File: config.mk
export PLATFORM = sky130hd
export DESIGN_NAME = term_ctrl_flat
export DESIGN_NICKNAME = d
export VERILOG_FILES = /design/src/rtl/term_pkg.sv /design/src/rtl/term_ctrl_if.sv /design/src/rtl/cell_addr.sv /design/src/rtl/term_ctrl.sv /design/src/flat_wrapper.sv
export SDC_FILE = /design/constraint.sdc
export NUM_CORES = 1
export LEC_CHECK = 0
export ABC_CLOCK_PERIOD_IN_PS = 1800
export BUFFER_PORTS_ARGS = -buffer_cell sky130_fd_sc_hd__clkbuf_2
export CELL_PAD_IN_SITES_DETAIL_PLACEMENT = 0
export CELL_PAD_IN_SITES_GLOBAL_PLACEMENT = 1
export CORE_ASPECT_RATIO = 1.1
export CORE_UTILIZATION = 40
export DETAILED_ROUTE_END_ITERATION = 12
export GPL_ROUTABILITY_DRIVEN = 0
export PLACE_DENSITY_LB_ADDON = 0.1
export SYNTH_ARGS = -nofsm -noshare
export SYNTH_HDL_FRONTEND = slang
export SYNTH_SLANG_ARGS = --single-unit
File: constraint.sdc
create_clock -name i_clk -period 1.8 [get_ports i_clk]
set_input_delay 0.27 -clock i_clk [delete_from_list [all_inputs] [get_ports i_clk]]
set_output_delay 0.27 -clock i_clk [all_outputs]
set_load 0.02 [all_outputs]
File: src/rtl/term_pkg.sv
// Shared constants and state encoding for the terminal byte path.
// Geometry is shared with the cursor position controller.
package term_pkg;

    localparam int COLS  = 60;
    localparam int ROWS  = 17;
    localparam int CELLS = COLS * ROWS;

    localparam int AW = 10;
    localparam int RW = 5;
    localparam int CW = 6;

    localparam logic [7:0] CH_LF    = 8'h0A;
    localparam logic [7:0] CH_FF    = 8'h0C;
    localparam logic [7:0] CH_BLANK = 8'h20;
    localparam logic [7:0] CH_DEL   = 8'h7F;

    typedef enum logic [2:0] {
        ST_IDLE,
        ST_PUT,
        ST_NL_PULSE,
        ST_NL_WAIT,
        ST_CLR,
        ST_HOME
    } state_e;

endpackage

File: src/rtl/term_ctrl_if.sv
// Byte/cursor/text-RAM bundle of the terminal control stage.
// master: the control stage; slave: its environment.
interface term_ctrl_if;
    import term_pkg::*;

    logic [7:0]    i_rx_data;
    logic          i_rx_valid;
    logic [RW-1:0] i_row;
    logic [CW-1:0] i_col;
    logic          o_ready;
    logic          o_overrun;
    logic          o_cmd_home;
    logic          o_cmd_advance;
    logic          o_wr_en;
    logic [AW-1:0] o_wr_addr;
    logic [7:0]    o_wr_data;

    modport master (
        input  i_rx_data, i_rx_valid, i_row, i_col,
        output o_ready, o_overrun, o_cmd_home, o_cmd_advance,
        output o_wr_en, o_wr_addr, o_wr_data
    );

    modport slave (
        output i_rx_data, i_rx_valid, i_row, i_col,
        input  o_ready, o_overrun, o_cmd_home, o_cmd_advance,
        input  o_wr_en, o_wr_addr, o_wr_data
    );

endinterface

File: src/rtl/cell_addr.sv
// Row/column to linear text RAM address (row*COLS+col).
// Shared with the VGA read-side text fetch.
module cell_addr
    import term_pkg::*;
(
    input  logic [RW-1:0] i_row,
    input  logic [CW-1:0] i_col,
    output logic [AW-1:0] o_addr
);

    // Max result is 1019, so 10-bit arithmetic never wraps.
    assign o_addr = AW'(i_row) * AW'(COLS) + AW'(i_col);

endmodule

File: src/rtl/term_ctrl.sv
// Terminal byte control: prints characters, handles LF and FF,
// and drives home/advance commands to the position controller.
module term_ctrl
    import term_pkg::*;
(
    input  logic       i_clk,
    input  logic       i_rst_n,
    term_ctrl_if.master bus
);

    state_e        state_q, state_d;
    logic          ready_q, ready_d;
    logic          ovr_q, ovr_d;
    logic          home_q, home_d;
    logic          adv_q, adv_d;
    logic          wr_en_q, wr_en_d;
    logic [AW-1:0] wr_addr_q, wr_addr_d;
    logic [7:0]    wr_data_q, wr_data_d;
    logic [AW-1:0] cur_addr;
    logic          is_print, is_lf, is_ff;

    cell_addr u_cell_addr (
        .i_row  (bus.i_row),
        .i_col  (bus.i_col),
        .o_addr (cur_addr)
    );

    assign is_print = (bus.i_rx_data >= CH_BLANK) &&
                      (bus.i_rx_data <  CH_DEL);
    assign is_lf    = (bus.i_rx_data == CH_LF);
    assign is_ff    = (bus.i_rx_data == CH_FF);

    // Next state and next registered outputs.
    always_comb begin
        state_d   = state_q;
        home_d    = 1'b0;
        adv_d     = 1'b0;
        wr_en_d   = 1'b0;
        wr_addr_d = wr_addr_q;
        wr_data_d = wr_data_q;
        ovr_d     = ovr_q | (bus.i_rx_valid & ~ready_q);
        unique case (state_q)
            ST_IDLE: begin
                if (bus.i_rx_valid) begin
                    unique case (1'b1)
                        is_print: begin
                            state_d   = ST_PUT;
                            wr_en_d   = 1'b1;
                            wr_addr_d = cur_addr;
                            wr_data_d = bus.i_rx_data;
                            adv_d     = 1'b1;
                        end
                        is_lf: begin
                            state_d = ST_NL_PULSE;
                            adv_d   = 1'b1;
                        end
                        is_ff: begin
                            state_d   = ST_CLR;
                            wr_en_d   = 1'b1;
                            wr_addr_d = '0;
                            wr_data_d = CH_BLANK;
                        end
                        default: ;
                    endcase
                end
            end
            ST_PUT:      state_d = ST_IDLE;
            ST_NL_PULSE: state_d = ST_NL_WAIT;
            ST_NL_WAIT: begin
                // Cursor wrapped to column 0: the line is done.
                if (bus.i_col == '0) begin
                    state_d = ST_IDLE;
                end else begin
                    state_d = ST_NL_PULSE;
                    adv_d   = 1'b1;
                end
            end
            ST_CLR: begin
                // The write address doubles as the sweep counter.
                if (wr_addr_q == AW'(CELLS - 1)) begin
                    state_d = ST_HOME;
                    home_d  = 1'b1;
                end else begin
                    wr_en_d   = 1'b1;
                    wr_addr_d = wr_addr_q + 1'b1;
                    wr_data_d = CH_BLANK;
                end
            end
            ST_HOME: state_d = ST_IDLE;
            default: state_d = ST_IDLE;
        endcase
        ready_d = (state_d == ST_IDLE);
    end

    // State and output registers.
    always_ff @(posedge i_clk or negedge i_rst_n) begin
        if (!i_rst_n) begin
            state_q   <= ST_IDLE;
            ready_q   <= 1'b1;
            ovr_q     <= 1'b0;
            home_q    <= 1'b0;
            adv_q     <= 1'b0;
            wr_en_q   <= 1'b0;
            wr_addr_q <= '0;
            wr_data_q <= '0;
        end else begin
            state_q   <= state_d;
            ready_q   <= ready_d;
            ovr_q     <= ovr_d;
            home_q    <= home_d;
            adv_q     <= adv_d;
            wr_en_q   <= wr_en_d;
            wr_addr_q <= wr_addr_d;
            wr_data_q <= wr_data_d;
        end
    end

    assign bus.o_ready       = ready_q;
    assign bus.o_overrun     = ovr_q;
    assign bus.o_cmd_home    = home_q;
    assign bus.o_cmd_advance = adv_q;
    assign bus.o_wr_en       = wr_en_q;
    assign bus.o_wr_addr     = wr_addr_q;
    assign bus.o_wr_data     = wr_data_q;

endmodule

File: src/flat_wrapper.sv
// flat-port wrapper written by rule: the top's interface ports become plain ports
module term_ctrl_flat import term_pkg::*;
  (i_clk, i_rst_n, bus_i_rx_data, bus_i_rx_valid, bus_i_row, bus_i_col, bus_o_ready, bus_o_overrun, bus_o_cmd_home, bus_o_cmd_advance, bus_o_wr_en, bus_o_wr_addr, bus_o_wr_data);
  term_ctrl_if bus_i ();
  input  logic i_clk;
  input  logic i_rst_n;
  input wire logic [$bits(bus_i.i_rx_data)-1:0] bus_i_rx_data;
  input wire logic [$bits(bus_i.i_rx_valid)-1:0] bus_i_rx_valid;
  input wire logic [$bits(bus_i.i_row)-1:0] bus_i_row;
  input wire logic [$bits(bus_i.i_col)-1:0] bus_i_col;
  output wire logic [$bits(bus_i.o_ready)-1:0] bus_o_ready;
  output wire logic [$bits(bus_i.o_overrun)-1:0] bus_o_overrun;
  output wire logic [$bits(bus_i.o_cmd_home)-1:0] bus_o_cmd_home;
  output wire logic [$bits(bus_i.o_cmd_advance)-1:0] bus_o_cmd_advance;
  output wire logic [$bits(bus_i.o_wr_en)-1:0] bus_o_wr_en;
  output wire logic [$bits(bus_i.o_wr_addr)-1:0] bus_o_wr_addr;
  output wire logic [$bits(bus_i.o_wr_data)-1:0] bus_o_wr_data;
  assign bus_i.i_rx_data = bus_i_rx_data;
  assign bus_i.i_rx_valid = bus_i_rx_valid;
  assign bus_i.i_row = bus_i_row;
  assign bus_i.i_col = bus_i_col;
  assign bus_o_ready = bus_i.o_ready;
  assign bus_o_overrun = bus_i.o_overrun;
  assign bus_o_cmd_home = bus_i.o_cmd_home;
  assign bus_o_cmd_advance = bus_i.o_cmd_advance;
  assign bus_o_wr_en = bus_i.o_wr_en;
  assign bus_o_wr_addr = bus_i.o_wr_addr;
  assign bus_o_wr_data = bus_i.o_wr_data;
  term_ctrl u_core (.i_clk(i_clk), .i_rst_n(i_rst_n), .bus(bus_i));
endmodule
==> impl_metrics.json <==
{
  "antenna_found_initial": 0,
  "path_max_fanout": 3,
  "syn_nets": 266,
  "numCtsBuffers": 3,
  "clkTransAtPathRegs_ns": 0.10,
  "r2r_end": "u_core.bus.o_wr_addr[8]$_DFFE_PN0P_",
  "grt_pass1_wl_um": 7820,
  "design_area_um2": 2850,
  "insertion_delay_ns": 0.28,
  "fin_setup_tns_ns": -4.77,
  "wl_met2_um": 2440,
  "drive_gt1_share_pct": 39.7,
  "drt_wl_total_um": 4840,
  "hold_violations": 2,
  "critical_path_class": "in -> reg",
  "viasPerCell": 5.01,
  "cp.arrival_ns": 3.04,
  "layout.nets": 366,
  "synth_seq_area_share_pct": 33.1,
  "cp_top_family": "adder cells",
  "critPathLaunchType": "input pin",
  "fillers": 430,
  "placed_cell_area_um2": 2660,
  "synth_common_cells": "25 x dfrtp_1, 25 x inv_1, 19 x nor2_1, 19 x o21ai_1, 17 x nand2_1",
  "routedWlPerCell_um": 12.9,
  "yosys.area.top_type": "dfrtp_1",
  "clock-sinks": 26,
  "critPathRequiredTime_ns": 1.99,
  "ys_warn_count": 0,
  "p_per_area_nw_per_um2": 1200,
  "root_buffer": "clkbuf_8",
  "numPortBuffers": 44,
  "die_y_um": 75.6,
  "worstPathCellList": "buf_6 > fa_1 > fa_1 > inv_1 > fa_1 > inv_2 > ha_4 > o21ai_2 > nor2_2 > o21ai_2 > nor4_2 > xnor3_1 > o22ai_1",
  "violations": "negative hold slack, negative setup slack",
  "min_period_ns": 2.85,
  "ys_types": 44,
  "dr.max_layer_used": "met4",
  "yosys.area.top_type_share_pct": 31.7,
  "setup_viol": 6,
  "rsz0062_at_grt": "yes",
  "via_count": 1884,
  "h-tree-depth": 1,
  "end_kind": "register",
  "clockBufferDepth": 2,
  "critPathMaxStageDelay_ns": 0.51,
  "final_core_util_pct": 60.8,
  "slew_headroom_pct": 56.1,
  "ant_nets": 0,
  "syn_area_um2": 1970,
  "ys_async_sr_fraction_pct": 100,
  "dp.cells": 369,
  "p_leak_nw": 1.45,
  "r2r_cells": 7,
  "drtIter0Drc": 61,
  "r2r-start": "u_core.bus.o_wr_addr[1]$_DFFE_PN0P_",
  "crit_top_cell": "fa_1",
  "layout_setup_ws_ns": -1.05,
  "wl_met3_um": 112,
  "first_global_vias": 1788,
  "finalCritPeriodShare_pct": 159,
  "ys_ff_latch": 26,
  "hold_ws_ns": -0.00215,
  "grt_overflow": 0,
  "r2r_slack_ns": 0.10,
  "slew_violations": 0,
  "status": "finished, violations left",
  "grt_max_degree": 27,
  "firstDrtPassIters": 4,
  "finalClockSkew_ns": 0.0140,
  "synthCells": 221,
  "final_cells": 376,
  "die-area_um2": 5220,
  "tightest_slew_ns": 0.658,
  "placementRows": 26,
  "critPathLaunch": "bus_i_row[2]",
  "coreArea_um2": 4680,
  "max_freq_mhz": 350,
  "peakVddDrop_mv": 0.596,
  "start_util_pct": 42.1,
  "synth_edf_count": 0,
  "syn_area_per_cell_um2": 8.92,
  "tritoncts": "done",
  "io_pins": 45,
  "synthFlopType": "dfrtp_1",
  "hold_class": "in -> async",
  "critPathBufInv": 3,
  "synth_area_leaders": "dfrtp_1 32%, ha_1 9.5%, fa_1 8.1%",
  "dp_hpwl_um": 3980,
  "area_growth_pct": 44.4,
  "wl_met1_um": 2200,
  "dieWidth_um": 68.9,
  "slowest_stage": "fa_1",
  "drc": 0,
  "grt_usage_pct": 20.4,
  "max_cap_violations": 0,
  "diodes": 0
}
-- state kept, by name (all words and copies together) (netlist names) --
name and flops:
u_core.bus.o_wr_en 1, u_core.bus.o_wr_addr 10, u_core.bus.o_ready 1, u_core.bus.o_cmd_home 1, u_core.bus.o_overrun 1, u_core.state_q 3
u_core.bus.o_cmd_advance 1, u_core.bus.o_wr_data 8
-- repair_timing --
action	4_1_cts	5_1_grt
hold buffers	0	0
gates resized for setup	7	13
pin swaps	6	15
cloned	0	0
setup buffers	3	1
endpoints found under the setup margin	9	12
hold endpoints to repair	0	0
-- stage by stage --
step / hold WS, ns / total power [mW] / worst slack [ns]
after global routing: 0.0639 / 3.69 / -1.22
final: -0.00215 / 3.41 / -1.05
after floorplan: -0.0256 / 2.09 / -1.16
after CTS: 0.0266 / 3.29 / -1.11
after detailed placement: 0.327 / 2.88 / -1.43
after global placement: 0.324 / 2.87 / -1.36
-- per-layer routing --
metal | global-route usage, % | vias up
met3 | 1.35 | 7
met1 | 26.1 | 873
met5 | 0 | -
li1 | - | 962
met2 | 35.8 | 42
met4 | 7.48 | 0
-- power breakdown --
part	internal, mW	total [mW]	switching (mW)
Combinational	1.01	2.12	1.12
Clock	0.159	0.349	0.191
Sequential	0.813	0.941	0.128
-- kinds of logic (layout without fill, tap and decap cells) --
group	Yosys count	after routing	synth area share (%)
AOI/OAI and AO/OA	58	58	19.0
buffers and inverters	34	133	7.36
xor gates and xnor gates	8	8	4.25
adders and majority gates	23	23	17.6
and+or+nand+nor	72	72	18.7
DFF	26	26	33.1
-- layout by cell type (no fill, tap or decap), drive strengths merged, types with 7 or more instances in the layout --
| cell | instances |
|---|---|
| fa | 8 |
| dfrtp | 25 |
| o21ai | 21 |
| buf | 60 |
| nor2 | 19 |
| xnor2 | 7 |
| nor3 | 8 |
| clkbuf | 47 |
| ha | 15 |
| nand2 | 17 |
| inv | 26 |
| a21oi | 11 |
-- worst max path at each step --
stage	to	slack (ns)	cells past startpoint
finish	u_core.bus.o_wr_addr[9]$_DFFE_PN0P_	-1.05	13
global route	u_core.bus.o_wr_addr[9]$_DFFE_PN0P_	-1.22	13
CTS	u_core.bus.o_wr_addr[9]$_DFFE_PN0P_	-1.11	13
detailed placement	u_core.bus.o_wr_addr[9]$_DFFE_PN0P_	-1.43	13
global placement	u_core.bus.o_wr_addr[9]$_DFFE_PN0P_	-1.36	13
floorplan	u_core.bus.o_wr_addr[9]$_DFFE_PN0P_	-1.16	12
-- final cells by class --
class	instances	area, um^2	area share [%]
clock buffers	4	45.0	1.58
inverters	26	97.6	3.43
multi-input cells	161	1300	45.7
flip-flops and latches	26	652	22.9
well taps	56	70.1	2.46
repair buffers	103	681	23.9
Note: power is estimated with default switching activity, not from simulation.
